**src/rtl/t48_branch_pkg.sv**
```systemverilog
// Shared constants and types for the T48 conditional-branch sequencer.
// Optional statistics counters are enabled by defining T48_BRANCH_STATS_EN.
package t48_branch_pkg;

    localparam int CNT_W = 8;

    localparam logic [3:0] COND_JB = 4'b0000;
    localparam logic [3:0] COND_Z  = 4'b0001;
    localparam logic [3:0] COND_C  = 4'b0010;
    localparam logic [3:0] COND_F0 = 4'b0011;
    localparam logic [3:0] COND_F1 = 4'b0100;
    localparam logic [3:0] COND_NI = 4'b0101;
    localparam logic [3:0] COND_T0 = 4'b0110;
    localparam logic [3:0] COND_T1 = 4'b0111;
    localparam logic [3:0] COND_TF = 4'b1000;

    // JBb is xxx10010 with the bit index in opcode[7:5]
    localparam logic [7:0] OPC_JB_MASK = 8'h1F;
    localparam logic [7:0] OPC_JB_PAT  = 8'h12;
    localparam logic [7:0] OPC_JZ      = 8'hC6;
    localparam logic [7:0] OPC_JNZ     = 8'h96;
    localparam logic [7:0] OPC_JC      = 8'hF6;
    localparam logic [7:0] OPC_JNC     = 8'hE6;
    localparam logic [7:0] OPC_JF0     = 8'hB6;
    localparam logic [7:0] OPC_JF1     = 8'h76;
    localparam logic [7:0] OPC_JNI     = 8'h86;
    localparam logic [7:0] OPC_JT0     = 8'h36;
    localparam logic [7:0] OPC_JNT0    = 8'h26;
    localparam logic [7:0] OPC_JT1     = 8'h56;
    localparam logic [7:0] OPC_JNT1    = 8'h46;
    localparam logic [7:0] OPC_JTF     = 8'h16;

    typedef enum logic [2:0] {
        ST_IDLE   = 3'd0,
        ST_EVAL   = 3'd1,
        ST_WAIT   = 3'd2,
        ST_ADDR   = 3'd3,
        ST_DECIDE = 3'd4
    } state_e;

    typedef struct packed {
        logic       hit;
        logic [3:0] cond;
        logic [2:0] comp;
    } dec_t;

endpackage

```
**src/rtl/t48_branch_seq_if.sv**
```systemverilog
// Opcode/address/evaluator signal bundle of the T48 branch sequencer.
// Counter outputs exist only when T48_BRANCH_STATS_EN is defined.
interface t48_branch_seq_if #(parameter int ADDR_W = 8);

    logic              en_clk_i;
    logic              opc_valid_i;
    logic [7:0]        opc_i;
    logic              addr_valid_i;
    logic [ADDR_W-1:0] addr_i;
    logic              take_branch_i;
    logic [3:0]        branch_cond_o;
    logic [2:0]        comp_value_o;
    logic              compute_take_o;
    logic              pc_load_o;
    logic [ADDR_W-1:0] pc_low_o;
    logic              busy_o;
`ifdef T48_BRANCH_STATS_EN
    logic [7:0]        taken_cnt_o;
    logic [7:0]        eval_cnt_o;
`endif

    modport master (
        output en_clk_i, opc_valid_i, opc_i, addr_valid_i, addr_i, take_branch_i,
        input  branch_cond_o, comp_value_o, compute_take_o, pc_load_o, pc_low_o,
        input  busy_o
`ifdef T48_BRANCH_STATS_EN
        , input taken_cnt_o, eval_cnt_o
`endif
    );

    modport slave (
        input  en_clk_i, opc_valid_i, opc_i, addr_valid_i, addr_i, take_branch_i,
        output branch_cond_o, comp_value_o, compute_take_o, pc_load_o, pc_low_o,
        output busy_o
`ifdef T48_BRANCH_STATS_EN
        , output taken_cnt_o, eval_cnt_o
`endif
    );

endinterface

```
**src/rtl/t48_branch_decode.sv**
```systemverilog
// Combinational decode of T48 conditional-jump opcodes into the
// evaluator condition code and compare value.
module t48_branch_decode
    import t48_branch_pkg::*;
(
    input  logic [7:0] opc_i,
    output dec_t       dec_o
);

    always_comb begin
        // NOTE: assigning a default before any branch keeps this purely combinational (no latch).
        dec_o = '0;
        if ((opc_i & OPC_JB_MASK) == OPC_JB_PAT) begin
            dec_o = '{hit: 1'b1, cond: COND_JB, comp: opc_i[7:5]};
        end else begin
            case (opc_i)
                OPC_JZ:   dec_o = '{hit: 1'b1, cond: COND_Z,  comp: 3'd1};
                OPC_JNZ:  dec_o = '{hit: 1'b1, cond: COND_Z,  comp: 3'd0};
                OPC_JC:   dec_o = '{hit: 1'b1, cond: COND_C,  comp: 3'd1};
                OPC_JNC:  dec_o = '{hit: 1'b1, cond: COND_C,  comp: 3'd0};
                OPC_JF0:  dec_o = '{hit: 1'b1, cond: COND_F0, comp: 3'd0};
                OPC_JF1:  dec_o = '{hit: 1'b1, cond: COND_F1, comp: 3'd0};
                OPC_JNI:  dec_o = '{hit: 1'b1, cond: COND_NI, comp: 3'd0};
                OPC_JT0:  dec_o = '{hit: 1'b1, cond: COND_T0, comp: 3'd1};
                OPC_JNT0: dec_o = '{hit: 1'b1, cond: COND_T0, comp: 3'd0};
                OPC_JT1:  dec_o = '{hit: 1'b1, cond: COND_T1, comp: 3'd1};
                OPC_JNT1: dec_o = '{hit: 1'b1, cond: COND_T1, comp: 3'd0};
                OPC_JTF:  dec_o = '{hit: 1'b1, cond: COND_TF, comp: 3'd0};
                default:  dec_o = '0;
            endcase
        end
    end

endmodule

```
**src/rtl/t48_branch_seq.sv**
```systemverilog
// T48 conditional-branch sequencer: opcode decode, evaluate strobe, target capture
// and PC-low load. Define T48_BRANCH_STATS_EN for taken/evaluate counters.
module t48_branch_seq
    import t48_branch_pkg::*;
#(
    parameter int ADDR_W = 8
) (
    input  logic            clk_i,
    input  logic            res_i,
    t48_branch_seq_if.slave bus
);

    state_e            state_q, state_d;
    dec_t              dec;
    logic              accept;
    logic              take_now;
    logic [3:0]        cond_q, cond_d;
    logic [2:0]        comp_q, comp_d;
    logic [ADDR_W-1:0] addr_q, addr_d;
    logic              have_addr_q, have_addr_d;
    logic [ADDR_W-1:0] pc_low_q, pc_low_d;
    logic              pc_load_q, pc_load_d;

    t48_branch_decode u_decode (
        .opc_i (bus.opc_i),
        .dec_o (dec)
    );

    assign accept   = bus.en_clk_i && (state_q == ST_IDLE) && bus.opc_valid_i && dec.hit;
    assign take_now = bus.en_clk_i && (state_q == ST_DECIDE) && bus.take_branch_i;

    // State register
    always_ff @(posedge clk_i or posedge res_i) begin
        // NOTE: non-blocking assignment so every flop samples pre-edge values.
        if (res_i) state_q <= ST_IDLE;
        else       state_q <= state_d;
    end

    // Next-state logic
    always_comb begin
        state_d = state_q;
        if (bus.en_clk_i) begin
            case (state_q)
                ST_IDLE:   if (bus.opc_valid_i && dec.hit) state_d = ST_EVAL;
                ST_EVAL:   state_d = ST_WAIT;
                ST_WAIT:   state_d = (have_addr_q || bus.addr_valid_i) ? ST_DECIDE : ST_ADDR;
                ST_ADDR:   if (bus.addr_valid_i) state_d = ST_DECIDE;
                ST_DECIDE: state_d = ST_IDLE;
                default:   state_d = ST_IDLE;
            endcase
        end
    end

    // Output and datapath logic
    always_comb begin
        cond_d      = cond_q;
        comp_d      = comp_q;
        addr_d      = addr_q;
        have_addr_d = have_addr_q;
        pc_low_d    = pc_low_q;
        pc_load_d   = pc_load_q;
        if (bus.en_clk_i) begin
            pc_load_d = 1'b0;
            if (accept) begin
                cond_d      = dec.cond;
                comp_d      = dec.comp;
                have_addr_d = 1'b0;
            end
            // Only the first address of a sequence is kept
            if ((state_q == ST_EVAL || state_q == ST_WAIT || state_q == ST_ADDR) &&
                bus.addr_valid_i && !have_addr_q) begin
                addr_d      = bus.addr_i;
                have_addr_d = 1'b1;
            end
            if (take_now) begin
                pc_load_d = 1'b1;
                pc_low_d  = addr_q;
            end
        end
    end

    always_ff @(posedge clk_i or posedge res_i) begin
        if (res_i) begin
            cond_q      <= '0;
            comp_q      <= '0;
            addr_q      <= '0;
            have_addr_q <= 1'b0;
            pc_low_q    <= '0;
            pc_load_q   <= 1'b0;
        end else begin
            cond_q      <= cond_d;
            comp_q      <= comp_d;
            addr_q      <= addr_d;
            have_addr_q <= have_addr_d;
            pc_low_q    <= pc_low_d;
            pc_load_q   <= pc_load_d;
        end
    end

    assign bus.branch_cond_o  = cond_q;
    assign bus.comp_value_o   = comp_q;
    assign bus.compute_take_o = (state_q == ST_EVAL);
    assign bus.busy_o         = (state_q != ST_IDLE);
    assign bus.pc_load_o      = pc_load_q;
    assign bus.pc_low_o       = pc_low_q;

`ifdef T48_BRANCH_STATS_EN
    logic [CNT_W-1:0] taken_cnt_q, taken_cnt_d;
    logic [CNT_W-1:0] eval_cnt_q, eval_cnt_d;

    // Counters step on the edge that raises their strobe, so they track it directly
    always_comb begin
        taken_cnt_d = taken_cnt_q + {{(CNT_W-1){1'b0}}, take_now};
        eval_cnt_d  = eval_cnt_q  + {{(CNT_W-1){1'b0}}, accept};
    end

    always_ff @(posedge clk_i or posedge res_i) begin
        if (res_i) begin
            taken_cnt_q <= '0;
            eval_cnt_q  <= '0;
        end else begin
            taken_cnt_q <= taken_cnt_d;
            eval_cnt_q  <= eval_cnt_d;
        end
    end

    assign bus.taken_cnt_o = taken_cnt_q;
    assign bus.eval_cnt_o  = eval_cnt_q;
`else
    // No statistics state in the default build
`endif

endmodule
```
**src/flat_wrapper.sv**
```systemverilog
// flat-port wrapper written by rule: the top's interface ports become plain ports
module t48_branch_seq_flat import t48_branch_pkg::*;
#(
    parameter int ADDR_W = 8
)
  (clk_i, res_i, bus_en_clk_i, bus_opc_valid_i, bus_opc_i, bus_addr_valid_i, bus_addr_i, bus_take_branch_i, bus_branch_cond_o, bus_comp_value_o, bus_compute_take_o, bus_pc_load_o, bus_pc_low_o, bus_busy_o);
  t48_branch_seq_if #(.ADDR_W(ADDR_W)) bus_i ();
  input  logic clk_i;
  input  logic res_i;
  input wire logic [$bits(bus_i.en_clk_i)-1:0] bus_en_clk_i;
  input wire logic [$bits(bus_i.opc_valid_i)-1:0] bus_opc_valid_i;
  input wire logic [$bits(bus_i.opc_i)-1:0] bus_opc_i;
  input wire logic [$bits(bus_i.addr_valid_i)-1:0] bus_addr_valid_i;
  input wire logic [$bits(bus_i.addr_i)-1:0] bus_addr_i;
  input wire logic [$bits(bus_i.take_branch_i)-1:0] bus_take_branch_i;
  output wire logic [$bits(bus_i.branch_cond_o)-1:0] bus_branch_cond_o;
  output wire logic [$bits(bus_i.comp_value_o)-1:0] bus_comp_value_o;
  output wire logic [$bits(bus_i.compute_take_o)-1:0] bus_compute_take_o;
  output wire logic [$bits(bus_i.pc_load_o)-1:0] bus_pc_load_o;
  output wire logic [$bits(bus_i.pc_low_o)-1:0] bus_pc_low_o;
  output wire logic [$bits(bus_i.busy_o)-1:0] bus_busy_o;
  assign bus_i.en_clk_i = bus_en_clk_i;
  assign bus_i.opc_valid_i = bus_opc_valid_i;
  assign bus_i.opc_i = bus_opc_i;
  assign bus_i.addr_valid_i = bus_addr_valid_i;
  assign bus_i.addr_i = bus_addr_i;
  assign bus_i.take_branch_i = bus_take_branch_i;
  assign bus_branch_cond_o = bus_i.branch_cond_o;
  assign bus_comp_value_o = bus_i.comp_value_o;
  assign bus_compute_take_o = bus_i.compute_take_o;
  assign bus_pc_load_o = bus_i.pc_load_o;
  assign bus_pc_low_o = bus_i.pc_low_o;
  assign bus_busy_o = bus_i.busy_o;
  t48_branch_seq #(.ADDR_W(ADDR_W)) u_core (.clk_i(clk_i), .res_i(res_i), .bus(bus_i));
endmodule
```
**config.mk**
```make
export PLATFORM = sky130hd
export DESIGN_NAME = t48_branch_seq_flat
export DESIGN_NICKNAME = d
export VERILOG_FILES = /design/src/rtl/t48_branch_pkg.sv /design/src/rtl/t48_branch_seq_if.sv /design/src/rtl/t48_branch_decode.sv /design/src/rtl/t48_branch_seq.sv /design/src/flat_wrapper.sv
export SDC_FILE = /design/constraint.sdc
export NUM_CORES = 1
export LEC_CHECK = 0
export ABC_CLOCK_PERIOD_IN_PS = 1500
export CAP_MARGIN = 10
export CORE_MARGIN = 4
export CORE_UTILIZATION = 30
export CTS_CLUSTER_DIAMETER = 80
export DETAILED_ROUTE_END_ITERATION = 10
export GPL_TIMING_DRIVEN = 0
export PLACE_DENSITY = 0.65
export SETUP_SLACK_MARGIN = 0.02
export SLEW_MARGIN = 0
export SYNTH_ARGS = -nofsm -noshare
export SYNTH_HDL_FRONTEND = slang
export SYNTH_HIERARCHICAL = 1
export SYNTH_SLANG_ARGS = --single-unit
```
**constraint.sdc**
```tcl
create_clock -name clk_i -period 1.5 [get_ports clk_i]
set_input_delay 0.45 -clock clk_i [delete_from_list [all_inputs] [get_ports clk_i]]
set_output_delay 0.45 -clock clk_i [all_outputs]
set_load 0.01 [all_outputs]
```
==> metrics.md, run 1 <==
| Metric | Value |
|---|---|
| Crit share post-route | 117% |
| Row count | 24 |
| Main synth FF type | dfrtp_1 |
| Yosys reg bits | 28 |
| Crit path max-delay family | simple AND/OR/NAND/NOR gates |
| Die W | ~76 µm |
| Hold Fails Final Rpt | 0 |
| Synth top area share | 51.1% |
| DR WL/cell | 15.8 µm |
| Synthesized area | 1370 µm² |
| Failing checks | negative setup slack |
| # hold bufs at CTS | 0 |
| Element type at the critical path end | register |
| Area growth, synth to finish | 57.7% |
| Maximum vdd drop | between 0.6 and 0.7 mV |
| Slew headroom | between 50% and 60% |
| Root Buffer | clkbuf_8 |
| RSZ-0062 raised after global routing | yes |
| Power Density | around 1400 nW/µm² |
| Worst path slowest cell | or4b_4 |
| Total number of vias | 1119 |
| Mapped Cells | 115 |
| Residual DRC | 0 |
| First-pass GRT wire length | between 5 and 6 mm |
| Clk sinks | 28 |
| Layout cells sized above 1 | between 40 and 50% |
| Initial core utilization | 31.2% |
| Filler Cells Inserted | 393 |
| Initial DRT Pass Iterations | 4 |
| Clk slew on worst S/H paths | roughly 0.1 ns |
| Initial antenna violation count | 0 |
| Tightest Pin Transition | 0.603 ns |
| GP Congestion | ~0.72 |
| Total gr overflow | 0 |
| Post-synth EDFFs | 0 |
| Area leader, netlist | dfrtp_1 |
| Initial DRC Count | 56 |
| CTS tree | built |
| Final min period | 1.75 ns |
| Via density | 4.97 |
| Core Region | 4380 µm² |
| Critical Path Max Stage Delay | about 0.5 ns |
| Yosys Warn Count | 6 |
| Port Buffers | 36 |
| Fin. max-slew vios | 0 |
| Synthesized net count | 137 |
| Avg Cell Area, Syn | 11.9 µm² |
| DP HPWL | 2.25 mm |
| Status | complete, but fails checks |
| Min-delay worst type | input port to register |
| ANT cells | 0 |
| Worst Path Buf+Inv | 2 |
| CP required | 1.67 ns |
| Largest net degree at the start of global routing | 29 |
| Final WS setup | -0.251 ns |
| Post-Route WL | 3.56 mm |
| Crit path launch type | register |
| Clock Latency Late Sink | ~0.27 ns |
| Total CTS buffers | 3 |
| Die Span Y | approximately 76 µm |
| Vias in the first global route | 1151 |
| Gr usage total | about an eighth |
| FFs w/ async S/R, synth | 100% |
| Clk buf depth | 2 |
| Worst path cell trace | buf_6 > nand2b_4 > or4b_4 > buf_12 > mux2_4 |
| Final Util | 49.3% |
| Max cap viols | 0 |
| Seq/Total Area, Yosys | between 50% and 60% |
| Maximum clock frequency | roughly 0.57 GHz |
| DIE AREA | 5710 µm² |
| H-tree depth | 1 |
| Arr. time, crit path | 1.92 ns |
| Top post-synthesis cells by area | dfrtp_1 (51%), mux2_2 (12%), mux2_4 (8.8%), inv_1 (2.2%), nor2_1 (2.2%) |
| Final setup violation count | 17 |
| Yosys cell types | 34 |
| Worst hold slack | 0.403 ns |
| Worst Skew | roughly 0.0023 ns |
| NumNets Final | about 200 |
| CP Class | register to register |
| Crit path max fanout | 9 |
| Antenna-violating nets left | 0 |
| Ports | 40 |
| Overall power | 2.96 mW |
| Leak | 1.08 nW |
[cells by family (layout without fill, tap and decap cells)]
kind of cell / Yosys count / in the layout / synth area share (%)
xor gates and xnor gates: 1 / 1 / 0.639
buffers and inverters: 12 / 70 / 4.02
AOI/OAI and AO/OA: 16 / 16 / 7.76
muxes: 23 / 23 / 21.1
DFF: 28 / 28 / 51.1
and+or+nand+nor: 35 / 35 / 15.3
[flip-flops by register name, summed over array words and instances (netlist names)]
register                  count
u_core/have_addr_q            1
u_core/bus.pc_low_o           8
u_core/bus.comp_value_o       3
u_core/state_q                3
u_core/addr_q                 8
u_core/bus.branch_cond_o      4
u_core/bus.pc_load_o          1
[layout make-up]
class / count / area, µm² / share of cell area, %
inverter: 8 / 36.3 / 1.68
tap: 52 / 65.1 / 3.01
clock inverter: 1 / 30.0 / 1.39
multi-input combinational: 75 / 707 / 32.7
sequential: 28 / 703 / 32.5
clock buffer: 3 / 41.3 / 1.91
buffer: 4 / 65.1 / 3.01
timing repair buffer: 54 / 513 / 23.7
[per-layer routing]
metal / vias up / GRT usage, % / share of wire, %
li1: 523 / - / -
met1: 561 / 15.9 / 39
met2: 29 / 22.8 / 56
met3: 6 / 2.11 / 3.7
met4: 0 / 4.47 / 1.4
met5: - / 0 / 0
[what timing repair did]
item	CTS	global route
buffers inserted	16	2
endpoints found under the hold margin	0	0
endpoints found under the setup margin	71	19
pin swaps	9	1
gates resized for setup	74	11
[final timing paths]
kind / endpoint / cells after the start / start / slack (ns)
worst max-delay path: u_core/addr_q[4] / 5 / u_core/state_q[2] / -0.25
worst min-delay path: u_core/state_q[2] / 2 / bus_en_clk_i / 0.40
worst max register to register: u_core/addr_q[4] / 5 / u_core/state_q[2] / -0.25
worst min register to register: u_core/bus.pc_low_o[2] / 1 / u_core/bus.pc_low_o[2] / 0.51
max in group asynchronous: u_core/state_q[1] / 2 / res_i / 0.55
min in group asynchronous: u_core/bus.pc_low_o[1] / 2 / res_i / 0.58
[layout by cell type, fill, tap and decap left out, types with 2 or more instances in the layout]
cell	Yosys	final
a31oi_1	2	2
nor3_2	0	2
buf_12	0	3
mux2_2	15	7
clkdlybuf4s50_1	0	11
dfrtp_2	0	2
mux2_4	8	16
dfrtp_1	28	26
o22ai_1	2	2
o21ai_1	1	2
buf_2	2	3
a21oi_1	3	3
nand2_1	5	4
nand2b_4	0	4
clkbuf_8	0	3
nor2_1	8	8
buf_6	1	10
inv_1	8	5
dlygate4sd2_1	0	18
o21ai_0	3	2
buf_4	0	11
nor3_1	4	2
[cells in the mapped netlist, types with 2 or more instances]
master / instances
dfrtp_1: 28
mux2_2: 15
inv_1: 8
mux2_4: 8
nor2_1: 8
nand2_1: 5
nand2b_1: 4
nor3_1: 4
a21oi_1: 3
o21ai_0: 3
a31oi_1: 2
buf_2: 2
nand3_1: 2
nor3b_1: 2
o22ai_1: 2
[power by group]
part           total, mW  switching [mW]  internal (mW)  leakage, nW
registers           1.15           0.145           1.01        0.368
logic               1.21           0.477          0.734        0.676
clock network      0.600           0.242          0.357       0.0357
total               2.96           0.864           2.10         1.08
[through the flow]
step / instances / setup slack (ns) / TNS [ns] / cell area, µm²
after floorplan: 115 / -0.526 / -5.41 / 1450
after global placement: 203 / -1.48 / -27.69 / 1870
after detailed placement: 203 / -1.53 / -31.24 / 1870
after CTS: 223 / -0.234 / -3.33 / 2100
after global routing: 225 / -0.295 / -4.78 / 2160
final: 225 / -0.251 / -3.80 / 2160
Note: power is estimated with default switching activity, not from simulation.
==> run 2, diff against run 1 <==
--- a/config.mk
+++ b/config.mk
@@ -5,6 +5,7 @@
 export SDC_FILE = /design/constraint.sdc
 export NUM_CORES = 1
 export LEC_CHECK = 0
+export ABC_AREA = 1
 export ABC_CLOCK_PERIOD_IN_PS = 1500
 export CAP_MARGIN = 10
 export CORE_MARGIN = 4
@@ -12,7 +13,7 @@
 export CTS_CLUSTER_DIAMETER = 80
 export DETAILED_ROUTE_END_ITERATION = 10
 export GPL_TIMING_DRIVEN = 0
-export PLACE_DENSITY = 0.65
+export PLACE_DENSITY = 0.63
 export SETUP_SLACK_MARGIN = 0.02
 export SLEW_MARGIN = 0
 export SYNTH_ARGS = -nofsm -noshare
==> metrics.md, run 2 <==
| Metric | Value |
|---|---|
| Power Density | around 1200 nW/µm² |
| Reg-to-reg endpoint | u_core/state_q[1] |
| Antenna-violating nets left | 0 |
| CTS tree | built |
| Ports | 40 |
| Worst Path Buf+Inv | 4 |
| Worst Hold Path Cells | 2 |
| Avg Cell Area, Syn | roughly 7.5 µm² |
| Storage element area | around 700 µm² |
| Clock Latency Late Sink | ~0.27 ns |
| DIE AREA | roughly 6600 µm² |
| Total gr overflow | 0 |
| R2r startpoint | u_core/state_q[0] |
| Final WS setup | -0.107 ns |
| Leak | between 1 and 1.5 nW |
| Initial DRC Count | 67 |
| # hold bufs at CTS | 0 |
| Main synth FF type | dfrtp_1 |
| Initial core utilization | between 30% and 40% |
| First-pass GRT wire length | 7.10 mm |
| Die W | slightly above 80 µm |
| Layout cells sized above 1 | a little over a third |
| Maximum vdd drop | between 0.5 and 0.6 mV |
| Residual DRC | 0 |
| FFs w/ async S/R, synth | between 90% and 100% |
| Worst setup slack after placement | -0.890 ns |
| Final min period | roughly 1.6 ns |
| Root Buffer | clkbuf_8 |
| Maximum clock frequency | 0.622 GHz |
| Via density | ~4.5 |
| Largest net degree at the start of global routing | 29 |
| Synthesized net count | about 240 |
| Yosys reg bits | 28 |
| Top post-synthesis cells by area | dfrtp_1 (44%), nand2_1 (18%), inv_1 (6.3%), nand3_1 (6.2%), o21ai_2 (4.4%) |
| Port Buffers | 38 |
| DR WL/cell | 11.8 µm |
| Final Util | around 50% |
| Max cap viols | 0 |
| CP Class | register to output port |
| Worst Skew | 0.00227 ns |
| Core Region | around 5100 µm² |
| ANT cells | 0 |
| Failing checks | negative setup slack |
| NumNets Final | roughly 300 |
| Synth top area share | approximately 44% |
| Vias in the first global route | approximately 1600 |
| Crit share post-route | 107% |
| HP Start | u_core/bus.pc_low_o[3] |
| Die Span Y | just over 80 µm |
| CP required | about 1.1 ns |
| Overall power | 3.20 mW |
| Synthesized area | 1610 µm² |
| Status | complete, but fails checks |
| Initial DRT Pass Iterations | 4 |
| Seq/Total Area, Yosys | between 40% and 50% |
| Commonest cells after routing, fill and taps aside | nand2_1 (62), dfrtp_1 (28), buf_4 (22) |
| Element type at the critical path end | output port |
| Clk buf depth | 2 |
| Yosys cell types | 21 |
| Post-synth EDFFs | 0 |
| Crit path launch type | register |
| Post-Route WL | roughly 4.2 mm |
| WHS Endpoint | u_core/bus.pc_low_o[3] |
| Final setup violation count | 12 |
| R2r setup slk | -0.01 ns |
| Worst path slowest cell | dfrtp_1 |
| Area leader, netlist | dfrtp_1 |
| Worst path cell trace | buf_6 > inv_4 > nor2_4 > nand2_2 > inv_1 > buf_2 |
| Clk slew on worst S/H paths | ~0.1 ns |
| GP Congestion | 0.869 |
| Fin. max-slew vios | 0 |
| Slew headroom | around three fifths |
| RSZ-0062 raised after global routing | yes |
| Hold Fails Final Rpt | 0 |
| Crit path max fanout | 3 |
| Total number of vias | ~1600 |
| Tightest Pin Transition | approximately 0.61 ns |
| Initial antenna violation count | 0 |
| H-tree depth | 1 |
| Critical Path Max Stage Delay | approximately 0.42 ns |
| Crit path max-delay family | flip-flops |
| Cell with the most instances after synthesis | nand2_1 |
| Yosys Warn Count | 6 |
| DP HPWL | 2.73 mm |
| Commonest non-fill, non-tap cell in the layout | nand2_1 |
| Gr usage total | about 14% |
| Filler Cells Inserted | between 500 and 600 |
| Min-delay worst type | register to register |
| Area of the multi-input gates | ~910 µm² |
| Clk sinks | 28 |
| Total CTS buffers | 3 |
| R2R cell count | 12 |
| Area growth, synth to finish | 59.2% |
| Arr. time, crit path | between 1 and 1.5 ns |
| Synth top cells by count | nand2_1 (77), dfrtp_1 (28), inv_1 (27) |
| Mapped Cells | about 220 |
| Row count | 26 |
-- run 2: cell count changes after synthesis, moves of 4 or more --
cell | previous run | this run
nand2_1 | 5 | 77
inv_1 | 8 | 27
nand3_1 | 2 | 20
mux2_2 | 15 | 0
nor2_1 | 8 | 17
mux2_4 | 8 | 0
o21ai_2 | 0 | 8
o21ai_0 | 3 | 10
buf_6 | 1 | 5
nand2b_1 | 4 | 0
nor3_1 | 4 | 0
-- run 2: worst max-delay path by stage --
stage	slack (ns)	depth (start not counted)	startpoint	to
floorplan	-0.001	12	bus_opc_i[0]	u_core/bus.branch_cond_o[0]
global placement	-0.86	14	bus_opc_i[0]	u_core/bus.comp_value_o[0]
detailed placement	-0.89	14	bus_opc_i[0]	u_core/bus.branch_cond_o[3]
CTS	-0.14	6	u_core/state_q[0]	bus_compute_take_o
global route	-0.20	14	bus_opc_i[7]	u_core/bus.branch_cond_o[3]
finish	-0.11	6	u_core/state_q[0]	bus_compute_take_o
-- run 2: report_power, final --
part | internal (mW) | switching (mW)
Combinational | 0.733 | 0.739
Clock | 0.357 | 0.241
Sequential | 0.973 | 0.156
-- run 2: stage by stage --
stage	hold slack (ns)	cell area [µm²]	instances	TNS, ns
global route	0.503	2560	354	-2.15
detailed placement	0.458	2150	323	-22.71
global placement	0.455	2150	323	-21.97
finish	0.475	2560	354	-0.776
CTS	0.479	2430	350	-0.397
floorplan	0.456	1680	215	-0.00780
-- run 2: tightest hold or removal path: stages (launching register included) --
cell and delay, ns:
dfrtp_1 0.35, nand2_1 0.05, nand2_1 0.04
-- run 2: final cells by class --
type	instances	share of cell area (%)
inverter	30	5.51
multi-input combinational	153	35.6
timing repair buffer	64	22.8
sequential	28	27.3
buffer	5	2.54
clock inverter	1	1.17
tap	70	3.42
clock buffer	3	1.61
-- run 2: repair_timing --
item / 4_1_cts / 5_1_grt
endpoints found under the hold margin: 0 / 0
resized for setup: 87 / 26
pin swaps: 24 / 24
setup buffers: 24 / 4
setup endpoints to repair: 49 / 21
cloned: 1 / 0
-- run 2: kinds of logic after synthesis --
| logic type | count (synthesis) | share of synthesized area [%] |
|---|---|---|
| AOI/OAI and AO/OA | 22 | 9.25 |
| buffers and inverters | 35 | 10.5 |
| DFF | 28 | 43.5 |
| and+or+nand+nor | 130 | 36.8 |
-- run 2: metal layers --
metal	global-route usage, %	vias to the layer above	wire, µm
met3	2.77	8	192
met5	0	-	0
met1	16.7	725	1760
met2	23.8	28	2140
li1	-	815	-
met4	4.05	0	97
